$ cat src/rtl/speechrec_pkg.sv
// Shared types and constants for the speech recognizer front end.
package speechrec_pkg;

  localparam int unsigned SAMPLE_W      = 8;
  localparam int unsigned DEFAULT_DEPTH = 16;

  typedef enum logic [0:0] {
    RX_IDLE = 1'b0,
    RX_RECV = 1'b1
  } rx_state_t;

endpackage

$ cat src/rtl/sync_fifo.sv
// Single-clock circular FIFO with show-ahead read, wrap-bit pointers,
// occupancy level and a sticky overflow flag.
module sync_fifo
  import speechrec_pkg::*;
#(
  parameter int unsigned WIDTH = SAMPLE_W,
  parameter int unsigned DEPTH = DEFAULT_DEPTH
) (
  input  logic                   clk,
  input  logic                   reset,
  input  logic                   push,
  input  logic [WIDTH-1:0]       push_data,
  input  logic                   pop,
  output logic [WIDTH-1:0]       rd_data,
  output logic                   empty,
  output logic                   full,
  output logic [$clog2(DEPTH):0] level,
  output logic                   overflow
);

  localparam int unsigned AW = $clog2(DEPTH);

  logic [AW:0]      wr_ptr;
  logic [AW:0]      rd_ptr;
  logic [WIDTH-1:0] mem [DEPTH];
  logic             do_pop;
  logic             do_push;

  assign empty   = (wr_ptr == rd_ptr);
  assign full    = (wr_ptr[AW] != rd_ptr[AW]) && (wr_ptr[AW-1:0] == rd_ptr[AW-1:0]);
  assign level   = wr_ptr - rd_ptr;
  assign do_pop  = pop && !empty;
  // A push into a full FIFO still lands when the same cycle frees a slot.
  assign do_push = push && (!full || do_pop);
  assign rd_data = empty ? '0 : mem[rd_ptr[AW-1:0]];

  // Pointer advance and sticky overflow on a dropped push.
  always_ff @(posedge clk) begin
    if (reset) begin
      wr_ptr   <= '0;
      rd_ptr   <= '0;
      overflow <= 1'b0;
    end else begin
      if (do_push) wr_ptr <= wr_ptr + 1'b1;
      if (do_pop)  rd_ptr <= rd_ptr + 1'b1;
      if (push && !do_push) overflow <= 1'b1;
    end
  end

  // Storage array; contents are don't-care until written.
  always_ff @(posedge clk) begin
    if (do_push) mem[wr_ptr[AW-1:0]] <= push_data;
  end

endmodule

$ cat src/rtl/spi_sample_buffer.sv
// SPI slave receive front end: pin synchronizers, edge detect, frame FSM,
// MSB-first deserializer and frame counter feeding a sample FIFO.
module spi_sample_buffer
  import speechrec_pkg::*;
#(
  parameter int unsigned WIDTH = SAMPLE_W,
  parameter int unsigned DEPTH = DEFAULT_DEPTH,
  parameter int unsigned LENW  = 16
) (
  input  logic                   clk,
  input  logic                   reset,
  input  logic                   sck,
  input  logic                   sdi,
  input  logic                   ss,
  input  logic                   rd_en,
  output logic [WIDTH-1:0]       rd_data,
  output logic                   empty,
  output logic                   full,
  output logic [$clog2(DEPTH):0] level,
  output logic                   overflow,
  output logic                   frame_done,
  output logic [LENW-1:0]        frame_len,
  output logic                   partial,
  output logic [7:0]             led
);

  localparam int unsigned BW = (WIDTH > 1) ? $clog2(WIDTH) : 1;
  localparam logic [BW-1:0] LAST_BIT = BW'(WIDTH - 1);

  logic sck_s1, sck_s2, sck_s3;
  logic sdi_s1, sdi_s2;
  logic ss_s1, ss_s2, ss_s3;
  logic [1:0] settle;
  logic armed;

  logic sck_rise, ss_rise, ss_fall;

  rx_state_t        state;
  logic [BW-1:0]    bit_cnt;
  logic [BW-1:0]    bit_cnt_next;
  logic [WIDTH-1:0] sr;
  logic [WIDTH-1:0] sr_next;
  logic [LENW-1:0]  frame_cnt;
  logic [LENW-1:0]  frame_cnt_inc;
  logic             last_bit;
  logic             sample_done;
  logic [7:0]       led_next;

  // Pin synchronizers, edge-detect history and post-reset arming.
  // After reset the synchronizers read 0, so a frame already in flight would
  // look like a fresh ss rise; arming waits until ss is genuinely seen low.
  always_ff @(posedge clk) begin
    if (reset) begin
      sck_s1 <= 1'b0; sck_s2 <= 1'b0; sck_s3 <= 1'b0;
      sdi_s1 <= 1'b0; sdi_s2 <= 1'b0;
      ss_s1  <= 1'b0; ss_s2  <= 1'b0; ss_s3  <= 1'b0;
      settle <= '0;
      armed  <= 1'b0;
    end else begin
      sck_s1 <= sck;    sck_s2 <= sck_s1; sck_s3 <= sck_s2;
      sdi_s1 <= sdi;    sdi_s2 <= sdi_s1;
      ss_s1  <= ss;     ss_s2  <= ss_s1;  ss_s3  <= ss_s2;
      if (settle != 2'd3) settle <= settle + 1'b1;
      if (settle == 2'd3 && !ss_s2) armed <= 1'b1;
    end
  end

  assign sck_rise = sck_s2 && !sck_s3;
  assign ss_rise  = ss_s2 && !ss_s3 && armed;
  assign ss_fall  = !ss_s2 && ss_s3;

  // Next-state values for the shifter, bit counter and frame counter.
  always_comb begin
    sr_next       = {sr[WIDTH-2:0], sdi_s2};
    last_bit      = (bit_cnt == LAST_BIT);
    sample_done   = (state == RX_RECV) && sck_rise && last_bit;
    bit_cnt_next  = bit_cnt;
    if (sck_rise) bit_cnt_next = last_bit ? '0 : bit_cnt + 1'b1;
    frame_cnt_inc = (&frame_cnt) ? frame_cnt : frame_cnt + 1'b1;
  end

  if (WIDTH >= 8) begin : g_led_wide
    assign led_next = sr_next[7:0];
  end else begin : g_led_narrow
    assign led_next = {{(8 - WIDTH){1'b0}}, sr_next};
  end

  // Frame FSM with registered status outputs.
  // A completing bit and ss fall in the same cycle are folded together so the
  // final sample is counted and does not flag the frame as partial.
  always_ff @(posedge clk) begin
    if (reset) begin
      state      <= RX_IDLE;
      bit_cnt    <= '0;
      sr         <= '0;
      frame_cnt  <= '0;
      frame_done <= 1'b0;
      frame_len  <= '0;
      partial    <= 1'b0;
      led        <= '0;
    end else begin
      frame_done <= 1'b0;
      if (sample_done) led <= led_next;
      case (state)
        RX_IDLE: begin
          if (ss_rise) begin
            state     <= RX_RECV;
            bit_cnt   <= '0;
            sr        <= '0;
            frame_cnt <= '0;
            partial   <= 1'b0;
          end
        end
        RX_RECV: begin
          if (sck_rise) begin
            sr      <= sr_next;
            bit_cnt <= bit_cnt_next;
          end
          if (sample_done) frame_cnt <= frame_cnt_inc;
          if (ss_fall) begin
            state      <= RX_IDLE;
            frame_done <= 1'b1;
            frame_len  <= sample_done ? frame_cnt_inc : frame_cnt;
            partial    <= (bit_cnt_next != '0);
            bit_cnt    <= '0;
          end
        end
        default: state <= RX_IDLE;
      endcase
    end
  end

  sync_fifo #(
    .WIDTH (WIDTH),
    .DEPTH (DEPTH)
  ) u_fifo (
    .clk       (clk),
    .reset     (reset),
    .push      (sample_done),
    .push_data (sr_next),
    .pop       (rd_en),
    .rd_data   (rd_data),
    .empty     (empty),
    .full      (full),
    .level     (level),
    .overflow  (overflow)
  );

endmodule
$ cat config.mk
export PLATFORM = sky130hd
export DESIGN_NAME = spi_sample_buffer
export DESIGN_NICKNAME = d
export VERILOG_FILES = /design/src/rtl/speechrec_pkg.sv /design/src/rtl/sync_fifo.sv /design/src/rtl/spi_sample_buffer.sv
export SDC_FILE = /design/constraint.sdc
export NUM_CORES = 1
export LEC_CHECK = 0
export CELL_PAD_IN_SITES_DETAIL_PLACEMENT = 1
export CELL_PAD_IN_SITES_GLOBAL_PLACEMENT = 1
export CORE_UTILIZATION = 47
export DETAILED_ROUTE_END_ITERATION = 8
export DONT_BUFFER_PORTS = 1
export PLACE_DENSITY_LB_ADDON = 0.05
export SYNTH_ARGS = -nofsm -noshare
export SYNTH_HDL_FRONTEND = slang
export SYNTH_SLANG_ARGS = --single-unit
$ cat constraint.sdc
create_clock -name clk -period 2.5 [get_ports clk]
set_input_delay 0.375 -clock clk [delete_from_list [all_inputs] [get_ports clk]]
set_output_delay 0.375 -clock clk [all_outputs]
set_load 0.005 [all_outputs]
==> results of run 1 <==
[registers in the layout, summed over array words and instances (netlist names), 2 cells and up, named ones only]
name           count
u_fifo.mem       128
bit_cnt            3
settle             2
frame_cnt         16
u_fifo.rd_ptr      5
led                8
u_fifo.wr_ptr      5
sr                 7
frame_len         16
[where the power goes]
group	leakage [uW]	switching, uW	total (uW)	internal (uW)
sequential	0.00180	13.1	3610	3600
combinational	0.00100	39.7	65.5	25.8
clock	0.000376	1350	3400	2050
total	0.00318	1400	7080	5680
[area by class of cell]
class                   instances  area, um^2  area share [%]
flip-flops and latches        207        5430            55.3
multi-input cells             372        2970            30.2
clock buffers                  26         607            6.18
repair buffers                 33         323            3.29
well taps                     225         282            2.87
clock inverters                16         158            1.61
inverters                      14        52.6           0.535
[cells by family after synthesis]
group / count (synthesis) / share of synthesized area, %
buf+inv: 48 / 2.36
flops: 207 / 63.9
fa+ha+maj: 14 / 2.15
mux: 51 / 10.7
compound gates: 97 / 7.08
xor+xnor: 24 / 2.48
simple gates: 186 / 11.3
[layout by cell type, fill, tap and decap left out, types with 14 or more instances in the layout]
master / count
nand2_1: 45
dfxtp_1: 74
a21oi_1: 35
nor2_1: 58
xnor2_1: 15
buf_4: 27
nand3_1: 14
clkbuf_16: 23
edfxtp_1: 128
mux4_2: 32
[worst min-delay path by stage]
stage,depth (start not counted),from,to
5_1_grt,1,sdi,sdi_s1
3_5_place_dp,1,sdi_s1,sdi_s2
4_1_cts,1,sdi,sdi_s1
6_report,1,sdi,sdi_s1
3_3_place_gp,1,sdi_s1,sdi_s2
2_1_floorplan,1,sck_s1,sck_s2
[stage by stage]
stage                     worst slack [ns]  instances
after floorplan                     0.0774        627
after global placement               0.308        846
after detailed placement             0.227        846
after CTS                         -0.00717        893
after global routing               -0.0333        893
final                               0.0502        893
[per-layer routing]
metal / vias to the layer above / wire (um)
li1: 2411 / -
met1: 2613 / 9100
met2: 107 / 9570
met3: 31 / 999
met4: 0 / 310
met5: - / 0
[repair_timing]
action                                 CTS  global route
resized for setup                       13            14
endpoints found under the hold margin   64             0
hold buffers                             3             0
pin swaps                                0             2
cloned                                   1             0
setup endpoints to repair                9             9
setup buffers                            1             0
==> results.toml, run 1 <==
[worst_setup_path]
critical_path_start_end_classification = "reg -> out"
cp_data_arrival_time_ns = 2.07
r2r_end = "u_fifo.mem[15][1]"
critical_path.max_fanout = 11
critical_path.top_delay_family = "multiplexers"
worst_setup_path_endpoint = "rd_data[5]"
worst_setup_path_start_kind = "register"
critical_path.slowest_cell = "mux4_2"
crit_buf_inv = 1
critical_path.cell_chain = "bufbuf_16, mux4_2, mux2i_2, o22ai_2"
timing.reg2reg.worst_path_depth = 7
r2r_slack_ns = 0.22
regToRegStartpoint = "bit_cnt[0]"
cp-end-kind = "primary output"
cell_count_along_the_critical_path = 4
cp_slowest_stage_delay_ns = 0.53
crit_required_ns = 2.12

[sta]
tns_ns = 0
finalCriticalPeriod_ns = 2.45
clock_skew_ns = 0.0104
worst_slew_pin_slew_ns = 0.860
timing.final.max_slew_violations = 0
hold-worst-slack_ns = 0.0227
slew-limit-headroom_pct = 42.6
max_freq_mhz = 408
grt_setup_unrepaired = "yes"
setup_viol = 0
period_share_pct = 98.0
finalHoldViolCount = 0

[routing]
drtPass1Iterations = 5
routed_via_density = 5.78
wirelength_um = 20000
antenna_violating_nets_post_route = 0
detailedRoute.firstIterationViolations = 310
via_count = 5162
avgRoutedWirePerCell_um = 22.4
remaining_drc_errors = 0

[cells_and_area]
fraction_of_final_layout_cells_with_drive_strength_greater_than_1_pct = 19.8
layout.filler_cells = 1692
finalInstanceArea_um2 = 9820
utilization_pct = 56.2
count_of_nets_after_finishing = 671
antenna_cells_inserted = 0
areaGrowthSynthToFinish_pct = 15.7

[global_route]
gr-usage-all-layers_pct = 22.8
antenna_found_initial = 0
gr-usage-met3_pct = 4.47
use_met2_pct = 37.1
globalRoute.busiestLayer = "met2"
grt_first_pass_wirelength_um = 31900
grt_start_max_net_pins = 62
gr-usage-met1_pct = 31.4
grt_pass1_vias = 5495
globalRoute.totalOverflow = 0

[cts]
h-tree-depth = 1
path_clk_slew_ns = 0.06
clock_latency_ns = 0.51
cts-root-buf = "clkbuf_16"
cts_buffers = 23
cts_tree = "yes"
clock_sinks = 207
clk_path_buf_depth = 3

[floorplan]
placement_rows = 48
die_area_um2 = 18600
die_h_um = 136
placeableCoreArea_um2 = 17500
floorplan.io_pins = 48
die_width_um = 136
initial_core_util_pct = 48.6

[synthesis]
synth_top_cells_by_count = "edfxtp_1 (128), dfxtp_1 (79), nor2_1 (58)"
mappedNetlistArea_um2 = 8490
synth.ff_latch_count = 207
synth-warning-count = 0
dominantRegCellSynth = "edfxtp_1"
synthDominantCellAreaShare_pct = 45.3
synth_cell_type_count = 55
synthCells = 627
synth.net_count = 647
synthArstFlopShare_pct = 0
yosys-top-cells-area = "edfxtp_1 (45%), dfxtp_1 (19%), mux4_2 (8.5%)"
yosysTopAreaCell = "edfxtp_1"
synth_seq_area_share_pct = 63.9
number_of_synthesized_flops_with_an_enable_pin = 128
synthesis.area_per_instance_um2 = 13.5
yosysMostFrequentCell = "edfxtp_1"

[power]
power.total_uw = 7080
leakagePower_uw = 0.00318
vdd.ir_drop.worst_uv = 523
powerDensity_nw_per_um2 = 721

[place]
post_dp_cell_area_um2 = 8860
dpl.hpwl_um = 13000
globalplace.congestion = 0.791
place.port_buffers = 0

[run_status]
result_of_the_run = "finished clean"

[flow_run]
maxcap_viol_count = 0

[worst_hold_path]
hold_class = "in -> reg"
Power figures use the tool's default switching activity.
==> run 2: changes to the inputs <==
- SKIP_LAST_GASP: unset -> 1
==> results of run 2 <==
Final layout, timing and power as in run 1 (identical DEF).
==> run 3: changes to the inputs <==
- MAX_ROUTING_LAYER: unset -> met4
==> results.toml, run 3 (same netlist as run 1, synthesis figures left out) <==
[cts]
path_clk_slew_ns = 0.06
cts-root-buf = "clkbuf_16"
clk_path_buf_depth = 3
cts_buffers = 23
clock_latency_ns = 0.51
h-tree-depth = 1
clock_sinks = 207
cts_tree = "yes"

[worst_setup_path]
critical_path.max_fanout = 11
cp_data_arrival_time_ns = 2.07
r2r_slack_ns = 0.22
timing.reg2reg.worst_path_depth = 7
worst_setup_path_start_kind = "register"
worst_setup_path_endpoint = "rd_data[5]"
crit_required_ns = 2.12
regToRegStartpoint = "bit_cnt[0]"
r2r_end = "u_fifo.mem[15][1]"
critical_path_start_end_classification = "reg -> out"
cp-end-kind = "primary output"

[place]
place_ws_ns = 0.227
placed_cells_incl_taps = 846
post_dp_cell_area_um2 = 8860
dpl.hpwl_um = 13000
place.port_buffers = 0
globalplace.congestion = 0.802

[routing]
antenna_violating_nets_post_route = 0
wirelength_um = 20000
detailedRoute.firstIterationViolations = 338
remaining_drc_errors = 0
drtPass1Iterations = 4
routed_via_density = 5.79
via_count = 5171
avgRoutedWirePerCell_um = 22.4

[global_route]
grt_first_pass_wirelength_um = 31900
grt_start_max_net_pins = 62
grt_pass1_vias = 5495
gr-usage-all-layers_pct = 23.5
globalRoute.totalOverflow = 0
antenna_found_initial = 0

[sta]
finalHoldViolCount = 0
hold-worst-slack_ns = 0.0214
finalCriticalPeriod_ns = 2.45
clock_skew_ns = 0.0108
max_freq_mhz = 409
grt_setup_unrepaired = "yes"
slew-limit-headroom_pct = 43.0
tns_ns = 0
timing.final.max_slew_violations = 0
worst_slack_ns = 0.0546
worst_slew_pin_slew_ns = 0.854
setup_viol = 0
period_share_pct = 97.8

[floorplan]
placement_rows = 48
die_h_um = 136
initial_core_util_pct = 48.6
die_area_um2 = 18600
placeableCoreArea_um2 = 17500
floorplan.io_pins = 48
die_width_um = 136

[worst_hold_path]
hold_class = "in -> reg"

[power]
leakagePower_uw = 0.00318
powerDensity_nw_per_um2 = 721
vdd.ir_drop.worst_uv = 523

[cells_and_area]
fin_cells = 893
areaGrowthSynthToFinish_pct = 15.7
fraction_of_final_layout_cells_with_drive_strength_greater_than_1_pct = 19.8
layout.filler_cells = 1692
largest_register_ffs = 128
count_of_nets_after_finishing = 671
finalInstanceArea_um2 = 9820
final_common_cell = "edfxtp_1"
antenna_cells_inserted = 0
layout_common_cells = "edfxtp_1 (128), dfxtp_1 (74), nor2_1 (58), nand2_1 (45), a21oi_1 (35)"

[run_status]
result_of_the_run = "finished clean"

[flow_run]
maxcap_viol_count = 0
## run 3: cell counts in the layout (fill, tap and decap cells not counted)
No cell type changed its count.
## run 3: where the power goes
part           switching, uW  internal (uW)
Sequential              13.3           3600
Clock                   1350           2050
Combinational           39.9           25.8
Total                   1400           5680
## run 3: per-stage QoR
| step | power (uW) | utilization, % |
|---|---|---|
| detailed placement | 3730 | 50.7 |
| global placement | 3730 | 50.7 |
| CTS | 7160 | 55.9 |
| finish | 7080 | 56.2 |
| floorplan | 3730 | - |
| global route | 7300 | 56.2 |
## run 3: worst min path at each step
stage | cells after the start | endpoint | slack, ns | start
3_5_place_dp | 1 | sdi_s2 | 0.43 | sdi_s1
3_3_place_gp | 1 | sdi_s2 | 0.42 | sdi_s1
5_1_grt | 1 | sdi_s1 | 0.01 | sdi
4_1_cts | 1 | sdi_s1 | 0.01 | sdi
6_report | 1 | sdi_s1 | 0.02 | sdi
2_1_floorplan | 1 | sck_s2 | 0.41 | sck_s1
## run 3: metal layers
layer / GRT usage (%) / part of all wire (%) / wire length [um]
met2: 37.2 / 48 / 9670
met5: - / 0 / 0
met4: 5.86 / 1.6 / 314
met3: 4.36 / 5.2 / 1030
met1: 31.3 / 45 / 8950
## run 3: area by class of cell
cell class	count	area (um^2)	share of cell area, %
sequential	207	5430	55.3
multi-input combinational	372	2970	30.2
clock buffer	26	607	6.18
timing repair buffer	33	323	3.29
tap	225	282	2.87
clock inverter	16	158	1.61
inverter	14	52.6	0.535
## run 3: critical path, cell delays in order, from the launching register on
cell	delay [ns]
dfxtp_4	0.40
bufbuf_16	0.31
mux4_2	0.53
mux2i_2	0.19
o22ai_2	0.13
## run 3: what timing repair did
item | 4_1_cts | 5_1_grt
hold buffers | 3 | 0
pin swaps | 0 | 2
resized for setup | 13 | 14
endpoints found under the hold margin | 64 | 0
setup endpoints to repair | 9 | 9
cloned | 1 | 0
buffers inserted | 1 | 0
